==> config.mk <==
export PLATFORM = sky130hd
export DESIGN_NAME = uart_rx_param
export DESIGN_NICKNAME = d
export VERILOG_FILES = /design/src/rtl/uart_rx_pkg.sv /design/src/rtl/uart_rx_fifo.sv /design/src/rtl/uart_rx_param.sv
export SDC_FILE = /design/constraint.sdc
export NUM_CORES = 1
export LEC_CHECK = 0
export CAP_MARGIN = 10
export CELL_PAD_IN_SITES_DETAIL_PLACEMENT = 1
export CELL_PAD_IN_SITES_GLOBAL_PLACEMENT = 2
export CORE_MARGIN = 10
export CORE_UTILIZATION = 37
export CTS_BUF_LIST = sky130_fd_sc_hd__clkbuf_4 sky130_fd_sc_hd__clkbuf_8 sky130_fd_sc_hd__clkbuf_16
export CTS_CLUSTER_DIAMETER = 30
export DETAILED_ROUTE_END_ITERATION = 10
export HOLD_SLACK_MARGIN = 0.08
export PLACE_DENSITY = 0.77
export SLEW_MARGIN = 40
export SYNTH_ARGS = -nofsm -noshare
export SYNTH_HDL_FRONTEND = slang
export SYNTH_SLANG_ARGS = --single-unit
==> constraint.sdc <==
create_clock -name CLK_I -period 2.7 [get_ports CLK_I]
set_input_delay 0.81 -clock CLK_I [delete_from_list [all_inputs] [get_ports CLK_I]]
set_output_delay 0.81 -clock CLK_I [all_outputs]
set_load 0.02 [all_outputs]
==> src/rtl/uart_rx_pkg.sv <==
// uart_rx_pkg: frame FSM states, parity modes and the buffered word layout shared by the UART receiver
package uart_rx_pkg;
  typedef enum logic [2:0] {IDLE, START, DATA, PARITY, STOP, BREAK} rx_state_t;
  localparam int PAR_NONE = 0;
  localparam int PAR_ODD = 1;
  localparam int PAR_EVEN = 2;
  localparam int MAX_PAYLOAD = 9;
  typedef struct packed {
    logic                   frame_err;
    logic                   parity_err;
    logic [MAX_PAYLOAD-1:0] data;
  } rx_word_t;
endpackage

==> src/rtl/uart_rx_fifo.sv <==
// uart_rx_fifo: synchronous first-word-fall-through FIFO; push and pop may coincide even when full
module uart_rx_fifo #(
  parameter int WIDTH = 8,
  parameter int DEPTH = 4
) (
  input  logic             clk,
  input  logic             rst_n,
  input  logic             i_push,
  input  logic [WIDTH-1:0] i_data,
  input  logic             i_pop,
  output logic [WIDTH-1:0] o_data,
  output logic             o_valid,
  output logic             o_full
);
  localparam int AW = $clog2(DEPTH);
  logic [WIDTH-1:0] r_mem [DEPTH];
  logic [AW-1:0] r_wr;
  logic [AW-1:0] r_rd;
  logic [AW:0] r_cnt;
  logic w_pop;
  logic w_push;
  assign o_valid = r_cnt != '0;
  assign o_full = r_cnt == (AW+1)'(DEPTH);
  assign w_pop = i_pop && o_valid;
  assign w_push = i_push && (!o_full || w_pop);
  assign o_data = o_valid ? r_mem[r_rd] : '0;
  always_ff @(posedge clk) begin
    if (!rst_n) begin
      r_wr <= '0;
      r_rd <= '0;
      r_cnt <= '0;
    end else begin
      if (w_push) r_wr <= r_wr + 1'b1;
      if (w_pop) r_rd <= r_rd + 1'b1;
      r_cnt <= r_cnt + (AW+1)'(w_push) - (AW+1)'(w_pop);
    end
  end
  always_ff @(posedge clk) begin
    if (w_push) r_mem[r_wr] <= i_data;
  end
endmodule

==> src/rtl/uart_rx_param.sv <==
// uart_rx_param: parameterised UART receiver feeding a FIFO; define UART_RX_MAJORITY_EN for 2-of-3 bit voting
module uart_rx_param
  import uart_rx_pkg::*;
#(
  parameter int CLK_HZ = 27_000_000,
  parameter int BIT_RATE = 9600,
  parameter int PAYLOAD_BITS = 8,
  parameter int PARITY_MODE = 0,
  parameter int STOP_BITS = 1,
  parameter int FIFO_DEPTH = 4
) (
  input  logic                    CLK_I,
  input  logic                    RST_N_I,
  input  logic                    RX_D_I,
  input  logic                    RX_EN_I,
  output logic [PAYLOAD_BITS-1:0] DATA_O,
  output logic                    VALID_O,
  input  logic                    READY_I,
  output logic                    PARITY_ERR_O,
  output logic                    FRAME_ERR_O,
  output logic                    OVERFLOW_O,
  output logic                    BUSY_O
);
  localparam int CPB = CLK_HZ / BIT_RATE;
  localparam int HALF = CPB / 2;
  localparam int CW = $clog2(CPB + 1);
`ifdef UART_RX_MAJORITY_EN
  localparam int DEC = HALF + 1;
`else
  localparam int DEC = HALF;
`endif
  rx_state_t r_state;
  rx_state_t w_next;
  logic [1:0] r_sync;
  logic r_prev;
  logic [CW-1:0] r_cnt;
  logic [3:0] r_idx;
  logic [PAYLOAD_BITS-1:0] r_shift;
  logic r_par;
  logic r_ferr;
  logic r_ovf;
  logic w_rx;
  logic w_fall;
  logic w_tick;
  logic w_bit;
  logic w_last;
  logic w_stop_err;
  logic w_perr;
  logic w_push;
  logic w_full;
  rx_word_t w_word;
  rx_word_t w_head;
  assign w_rx = r_sync[1];
  assign w_fall = r_prev && !w_rx;
  assign w_tick = r_cnt == CW'(DEC);
`ifdef UART_RX_MAJORITY_EN
  logic [1:0] r_hist;
  // decision lands at HALF+1: history holds the HALF-1 and HALF samples
  assign w_bit = (r_hist[1] & r_hist[0]) | (r_hist[1] & w_rx) | (r_hist[0] & w_rx);
  always_ff @(posedge CLK_I) begin
    r_hist <= !RST_N_I ? 2'b11 : {r_hist[0], w_rx};
  end
`else
  assign w_bit = w_rx;
`endif
  assign w_last = r_idx == 4'((r_state == STOP ? STOP_BITS : PAYLOAD_BITS) - 1);
  assign w_stop_err = r_ferr | !w_bit;
  assign w_perr = (PARITY_MODE == PAR_ODD) ? ~(^{r_shift, r_par}) :
                  (PARITY_MODE == PAR_EVEN) ? ^{r_shift, r_par} : 1'b0;
  always_ff @(posedge CLK_I) begin
    r_state <= !RST_N_I ? IDLE : w_next;
  end
  always_comb begin
    w_next = r_state;
    case (r_state)
      IDLE: w_next = (w_fall && RX_EN_I) ? START : IDLE;
      START: if (w_tick) w_next = w_bit ? IDLE : DATA;
      DATA: if (w_tick && w_last) w_next = (PARITY_MODE != PAR_NONE) ? PARITY : STOP;
      PARITY: if (w_tick) w_next = STOP;
      STOP: if (w_tick && w_last) w_next = w_stop_err ? BREAK : IDLE;
      BREAK: if (w_rx) w_next = IDLE;
      default: w_next = IDLE;
    endcase
  end
  always_comb begin
    w_push = r_state == STOP && w_tick && w_last;
    BUSY_O = r_state != IDLE;
  end
  // the bit counter free-runs through a frame so every tick sits mid-bit
  always_ff @(posedge CLK_I) begin
    if (!RST_N_I) begin
      r_sync <= 2'b11;
      r_prev <= 1'b1;
      r_cnt <= '0;
      r_idx <= '0;
      r_shift <= '0;
      r_par <= 1'b0;
      r_ferr <= 1'b0;
      r_ovf <= 1'b0;
    end else begin
      r_sync <= {r_sync[0], RX_D_I};
      r_prev <= w_rx;
      r_cnt <= (r_state == IDLE || r_state == BREAK || r_cnt == CW'(CPB - 1)) ? '0 : r_cnt + 1'b1;
      r_idx <= (w_next != r_state) ? '0 : (w_tick ? r_idx + 1'b1 : r_idx);
      if (r_state == DATA && w_tick) r_shift <= {w_bit, r_shift[PAYLOAD_BITS-1:1]};
      if (r_state == PARITY && w_tick) r_par <= w_bit;
      if (r_state == START) r_ferr <= 1'b0;
      else if (r_state == STOP && w_tick) r_ferr <= w_stop_err;
      if (w_push && w_full && !(VALID_O && READY_I)) r_ovf <= 1'b1;
    end
  end
  always_comb begin
    w_word.frame_err = w_stop_err;
    w_word.parity_err = w_perr;
    w_word.data = MAX_PAYLOAD'(r_shift);
  end
  uart_rx_fifo #(
    .WIDTH($bits(rx_word_t)),
    .DEPTH(FIFO_DEPTH)
  ) u_fifo (
    .clk(CLK_I),
    .rst_n(RST_N_I),
    .i_push(w_push),
    .i_data(w_word),
    .i_pop(READY_I),
    .o_data(w_head),
    .o_valid(VALID_O),
    .o_full(w_full)
  );
  assign DATA_O = PAYLOAD_BITS'(w_head.data);
  assign PARITY_ERR_O = w_head.parity_err;
  assign FRAME_ERR_O = w_head.frame_err;
  assign OVERFLOW_O = r_ovf;
endmodule

==> summary.txt, run 1 <==
Run status
  • Outcome: complete, no violations

Synthesis
  • Area leader, netlist: edfxtp_1
  • Top-area cell type share of the netlist area: 31.8%
  • Synth area leaders: edfxtp_1 (32%), dfxtp_1 (24%), mux4_2 (6.0%)
  • Post-synth EDFFs: 36
  • Largest family of logic cells by synthesized area: simple AND/OR/NAND/NOR gates
  • Synth Flop Type: dfxtp_1
  • Synth Area in Compound Gates: 5.08%
  • Number of register bits inferred by synthesis: 77
  • Distinct cells, synth: 49
  • FFs w/ async S/R, synth: 0%
  • Synth Area in XOR/XNOR: ~4.6%
  • Netlist Area Pre-Place: 3400 µm²
  • Seq/Total Area, Yosys: 56.0%
  • Multiplexer share of the synthesized area: about 6.8%
  • Simple-gate portion of the synthesized area: slightly above 20%
  • Post-Synth Adder-Cell Area: 3.90%
  • Syn Area/Cell: 12.1 µm²
  • Synthesized instance count: 281
  • Post-synthesis net count: about 300
  • Synth warn: 0

Pwr
  • Tot Pwr: 2.72 mW
  • Static Leak: ~1.4 nW
  • Max VDD drop: 0.333 mV
  • PD cells: 682 nW/µm²

Global routing
  • First-pass GRT wire length: 11600 µm
  • Pin count of the biggest net entering global routing: 25
  • Total track usage: between 10% and 20%
  • Vias in the first global route: 2347
  • Initial antenna violation count: 0
  • Total grt overflow: 0

Min path
  • Hold Path Depth: 1
  • Worst hold endpoint: r_sync[1]
  • Min-delay src: r_sync[0]
  • Class of the worst hold path: flop to flop

Timing
  • Final period util: 96.7%
  • Clock skew: 0.0109 ns
  • Setup Viol. Count Final: 0
  • Fmax: roughly 380 MHz
  • Relative slew slack: between 60 and 70%
  • Hold Fails Final Rpt: 0
  • Max-slew violations: 0
  • RSZ-0062 raised after global routing: false
  • Worst Tran Pin Value: 0.537 ns
  • Fin crit period: between 2 and 3 ns

Routing
  • DRC: 0
  • Vias: 2171
  • DR WL/cell: ~16 µm
  • Starting DRT DRC Count: 90
  • Via density: 5.12
  • Antenna Nets Post-Route: 0
  • Final wirelength: 6800 µm
  • First-pass detailed-route iteration total: 4

Place
  • GP Congestion: about 0.76
  • PortBufs: 16
  • DP HPWL: 5090 µm
  • DP Area: 3830 µm²

Clock network
  • CTS tree: yes
  • Clock Tree Root: clkbuf_8
  • Clock latency on the worst-skew pair: around 0.35 ns
  • Hold_buf cts: 0
  • Clock slew at reported path FFs: ~0.080 ns
  • Setup Fix Bufs, Post-CTS: 0
  • H-tree depth: 3
  • # clock sinks: 77
  • CTS Buf Count: 9
  • Max Buffers Root-to-Sink: 2

Cells and area
  • Syn-to-layout area delta: 17.2%
  • Diode count: 0
  • Commonest non-fill, non-tap cells in the layout: dfxtp_1 (40), edfxtp_1 (36), nand2_1 (28)
  • Share of post-route cells with drive strength above 1: between 15 and 20%
  • Design area: 3980 µm²
  • Most common cell after layout, fill and taps aside: dfxtp_1
  • Nets@finish: 326

Floorplan
  • Die H: roughly 120 µm
  • IO Pins: 18
  • Initial core utilization: 38.4%
  • Core Rows: 34
  • Die Area: approximately 13000 µm²
  • Core Region: between 8000 and 9000 µm²
  • Chip width: 116 µm

Setup path
  • Slowest stage cell, crit path: mux4_2
  • Crit path capture type: output pin
  • Worst path arrival time: ~1.8 ns
  • Critical Path Fanout Max: 9
  • Worst reg2reg path depth: 10
  • Max incr delay on CP: roughly 0.49 ns
  • Worst EP required: 1.89 ns
  • Reg-to-reg endpoint: u_fifo.r_cnt[2]
  • CP cell instances: buf_12 -> mux4_2 -> and2_1 -> dlygate4sd2_1
  • Flop2flop setup slack: approximately 0.22 ns
  • R2r startpoint: u_fifo.r_cnt[2]
  • WS Path Type: flop to output pin
  • Type of origin of the critical path: flop

Run
  • Max-Cap Viols: 0
metal layers:
layer	up-vias	global-route usage, %	share of wire (%)
met4	0	5.67	1.6
met5	-	0	0
met3	11	2.27	3.5
met2	23	17.9	46
met1	1072	13.6	49
li1	1065	-	-
worst max path at each step:
stage / startpoint / end / slack, ns / cells past startpoint
2_1_floorplan: r_cnt[0] / u_fifo.r_cnt[2] / 0.18 / 12
3_3_place_gp: READY_I / u_fifo.r_cnt[2] / -0.17 / 10
3_5_place_dp: READY_I / u_fifo.r_cnt[2] / -0.21 / 10
4_1_cts: flop / DATA_O[4] / 0.007 / 4
5_1_grt: flop / DATA_O[7] / 0.02 / 4
6_report: flop / DATA_O[7] / 0.09 / 4
power breakdown:
part | internal, mW | switching, mW | leakage [nW]
registers | 1.25 | 0.0402 | 0.665
logic | 0.317 | 0.302 | 0.647
clock network | 0.346 | 0.460 | 0.0804
total | 1.92 | 0.802 | 1.39
through the flow:
step / setup WS (ns) / hold WS [ns] / std cells / utilization, % / TNS, ns
after floorplan: 0.179 / 0.386 / 281 / - / 0
after CTS: 0.00717 / 0.427 / 424 / 45.2 / 0
after detailed placement: -0.212 / 0.407 / 408 / 43.2 / -0.212
after global placement: -0.168 / 0.392 / 408 / 43.2 / -0.168
final: 0.0881 / 0.419 / 424 / 45.0 / 0
after global routing: 0.0194 / 0.447 / 424 / 45.0 / 0
worst max-delay path: cells and delay by family, from the launching register on:
family,cells,cell delay [ns]
flip-flops,1,0.35
AND/OR/NAND/NOR,1,0.17
buffers and inverters,2,0.45
multiplexers,1,0.49
layout make-up:
type,count,area [µm²]
fill,945,4870
sequential,77,1900
multi-input combinational,181,1410
timing repair buffer,33,323
tap,108,135
clock buffer,9,124
clock inverter,7,58.8
inverter,9,33.8
registers in the layout, indices dropped and copies added (netlist names), named ones only:
name	flops
u_fifo.r_wr	2
r_shift	8
u_fifo.r_rd	2
r_idx	4
r_cnt	12
OVERFLOW_O	1
u_fifo.r_cnt	3
r_ferr	1
r_state	3
r_prev	1
u_fifo.r_mem	36
r_sync	2
logic make-up after synthesis:
| kind of cell | count (synthesis) |
|---|---|
| muxes | 12 |
| and+or+nand+nor | 119 |
| other | 1 |
| AOI/OAI and AO/OA | 21 |
| adders and majority gates | 10 |
| xor gates and xnor gates | 18 |
| DFF | 77 |
| buffers and inverters | 23 |
cell usage after synthesis (2+ instances only):
cell and n:
nor2b_1 5, ha_1 9, nor3_1 7, clkbuf_1 12
dfxtp_1 41, xnor2_1 10, nor4_1 2, and4_1 2
a21boi_0 8, mux2i_1 3, mux4_2 9, nand2b_1 5
nor4b_1 3, inv_1 9, or3_1 2, nand2_1 28
edfxtp_1 36, nand3_1 6, and2_1 18, xor2_1 8
nor2_1 17, and3_1 6, nand4_1 9
what timing repair did:
action	4_1_cts	5_1_grt
resized for setup	9	12
setup endpoints to repair	9	9
hold endpoints to repair	0	0
cloned	0	0
Note: power is estimated with default switching activity, not from simulation.
==> inputs of run 2 (changes only) <==
--- a/config.mk
+++ b/config.mk
@@ -13,8 +13,10 @@
 export CTS_BUF_LIST = sky130_fd_sc_hd__clkbuf_4 sky130_fd_sc_hd__clkbuf_8 sky130_fd_sc_hd__clkbuf_16
 export CTS_CLUSTER_DIAMETER = 30
 export DETAILED_ROUTE_END_ITERATION = 10
+export GPL_ROUTABILITY_DRIVEN = 0
 export HOLD_SLACK_MARGIN = 0.08
 export PLACE_DENSITY = 0.77
+export SETUP_SLACK_MARGIN = 0.2
 export SLEW_MARGIN = 40
 export SYNTH_ARGS = -nofsm -noshare
 export SYNTH_HDL_FRONTEND = slang
==> run 2 against run 1 <==
Global-route usage about the same. Critical endpoint is now DATA_O[4]. Highest routed layer unchanged. Via count increased by 1.4%. First-iteration DRC count increased by 17%. Register-to-register slack improved by 0.14 ns. Largest power group unchanged. Wire length increased by 1.6%.
==> summary.txt, run 2 (synthesis gave the netlist of run 1 again) <==
Timing
  • Max-slew violations: 0
  • Setup Viol. Count Final: 0
  • Clock skew: 0.00790 ns
  • Fin crit period: approximately 2.5 ns
  • Worst Tran Pin Value: approximately 0.57 ns
  • RSZ-0062 raised after global routing: true
  • Final worst setup slack: around 0.23 ns
  • Fmax: 405 MHz
  • Hold Fails Final Rpt: 0
  • Final period util: 91.4%
  • Relative slew slack: between 60% and 70%

Pwr
  • PD cells: 720 nW/µm²
  • Max VDD drop: ~0.30 mV
  • Static Leak: 1.42 nW

Global routing
  • Initial antenna violation count: 0
  • Pin count of the biggest net entering global routing: 25
  • Total grt overflow: 0
  • Vias in the first global route: 2296
  • Total track usage: 11.0%
  • First-pass GRT wire length: 11700 µm

Routing
  • Via density: just over 5
  • Antenna Nets Post-Route: 0
  • DRC: 0
  • Starting DRT DRC Count: 105
  • DR WL/cell: 16.2 µm
  • First-pass detailed-route iteration total: 5
  • Vias: between 2000 and 2500
  • Final wirelength: 6910 µm

Floorplan
  • Die H: 116 µm
  • IO Pins: 18
  • Initial core utilization: 38.4%
  • Die Area: 13400 µm²
  • Core Rows: 34
  • Chip width: 116 µm
  • Core Region: approximately 9000 µm²

Setup path
  • CP cell instances: clkbuf_16 -> mux4_2 -> and2_1 -> buf_2
  • Worst path arrival time: roughly 1.7 ns
  • Crit path capture type: output pin
  • Worst EP required: 1.89 ns
  • WS Path Type: flop to output pin
  • Flop2flop setup slack: approximately 0.36 ns
  • R2r startpoint: r_idx[0]
  • Worst reg2reg path depth: 9
  • Slowest stage cell, crit path: mux4_2
  • Critical Path Fanout Max: 4
  • Reg-to-reg endpoint: u_fifo.r_cnt[2]
  • Max incr delay on CP: approximately 0.47 ns
  • Type of origin of the critical path: flop

Cells and area
  • Register area: 1910 µm²
  • Max FFs per register: 36
  • Syn-to-layout area delta: 20.3%
  • Diode count: 0
  • Fillers: approximately 940
  • Most common cell after layout, fill and taps aside: dfxtp_1
  • Biggest register: u_fifo.r_mem
  • Util after Layout: 46.2%
  • Commonest non-fill, non-tap cells in the layout: dfxtp_1 (38), edfxtp_1 (36), nand2_1 (28)
  • Nets@finish: 328
  • Multi-input gate area: 1450 µm²
  • Regs by FF count: u_fifo.r_mem x36, r_cnt x12, r_shift x8
  • Share of post-route cells with drive strength above 1: 24.5%

Min path
  • Hold Path Depth: 1
  • Min-delay src: r_sync[0]
  • Worst hold endpoint: r_sync[1]
  • Class of the worst hold path: flop to flop

Place
  • DP HPWL: 4920 µm
  • PortBufs: 16
  • Pre-CTS setup slack: -0.301 ns

Run status
  • Outcome: complete, no violations

Run
  • Max-Cap Viols: 0

Clock network
  • CTS tree: yes
  • Hold_buf cts: 0
  • CTS Buf Count: 9
  • H-tree depth: 3
  • Clock Tree Root: clkbuf_8
  • Clock latency on the worst-skew pair: 0.34 ns
  • # clock sinks: 77
  • Max Buffers Root-to-Sink: 2
  • Clock slew at reported path FFs: 0.08 ns
[run 2: cell count changes in the layout (fill, tap and decap cells not counted), moves of 2 or more]
cell             before  now
and2_1               18   10
and2_4                0    8
buf_6                 0    8
clkbuf_2              5    0
clkdlybuf4s50_1       6    4
dfxtp_1              40   38
[run 2: metal layers]
layer / track usage, % / part of all wire, %
met4: 4.75 / 1.7
met2: 17.1 / 47
met3: 2.89 / 3.3
met1: 14.2 / 48
met5: 0 / 0
[run 2: area by class of cell]
type	count	share of cell area, %
clock buffers	9	3.03
flip-flops and latches	77	46.7
well taps	108	3.31
multi-input cells	181	35.4
inverters	9	0.827
clock inverters	7	1.38
repair buffers	35	9.40
[run 2: worst max-delay path: cells and delay by family (launching register included)]
family | cells | cell delay, ns
buffers and inverters | 2 | 0.30
muxes | 1 | 0.47
DFF | 1 | 0.38
and+or+nand+nor | 1 | 0.16
[run 2: per-stage QoR]
stage / power (mW) / setup TNS [ns] / hold WS, ns / std cells / instance area [µm²]
after floorplan: 1.74 / 0 / 0.386 / 281 / 3400
after global placement: 2.01 / -0.177 / 0.388 / 407 / 3820
after detailed placement: 2.03 / -0.301 / 0.396 / 407 / 3820
after CTS: 2.79 / 0 / 0.416 / 424 / 3990
after global routing: 3.11 / 0 / 0.448 / 426 / 4090
final: 2.94 / 0 / 0.411 / 426 / 4090
[run 2: worst max path at each step]
stage | depth (start not counted) | from | end
floorplan | 10 | r_state[1] | u_fifo.r_cnt[2]
global placement | 10 | READY_I | u_fifo.r_cnt[2]
detailed placement | 10 | READY_I | u_fifo.r_cnt[2]
CTS | 4 | flop | DATA_O[5]
global route | 4 | flop | DATA_O[4]
finish | 4 | flop | DATA_O[4]
[run 2: timing repair]
item | in CTS | in global routing
endpoints found under the setup margin | 12 | 9
gates cloned | 0 | 1
pin swaps | 3 | 8
setup buffers | 1 | 1
resized for setup | 46 | 27
[run 2: power by group]
| part | internal, mW | total [mW] | switching (mW) |
|---|---|---|---|
| registers | 1.26 | 1.31 | 0.0501 |
| logic | 0.491 | 0.835 | 0.343 |
| clock network | 0.343 | 0.801 | 0.458 |
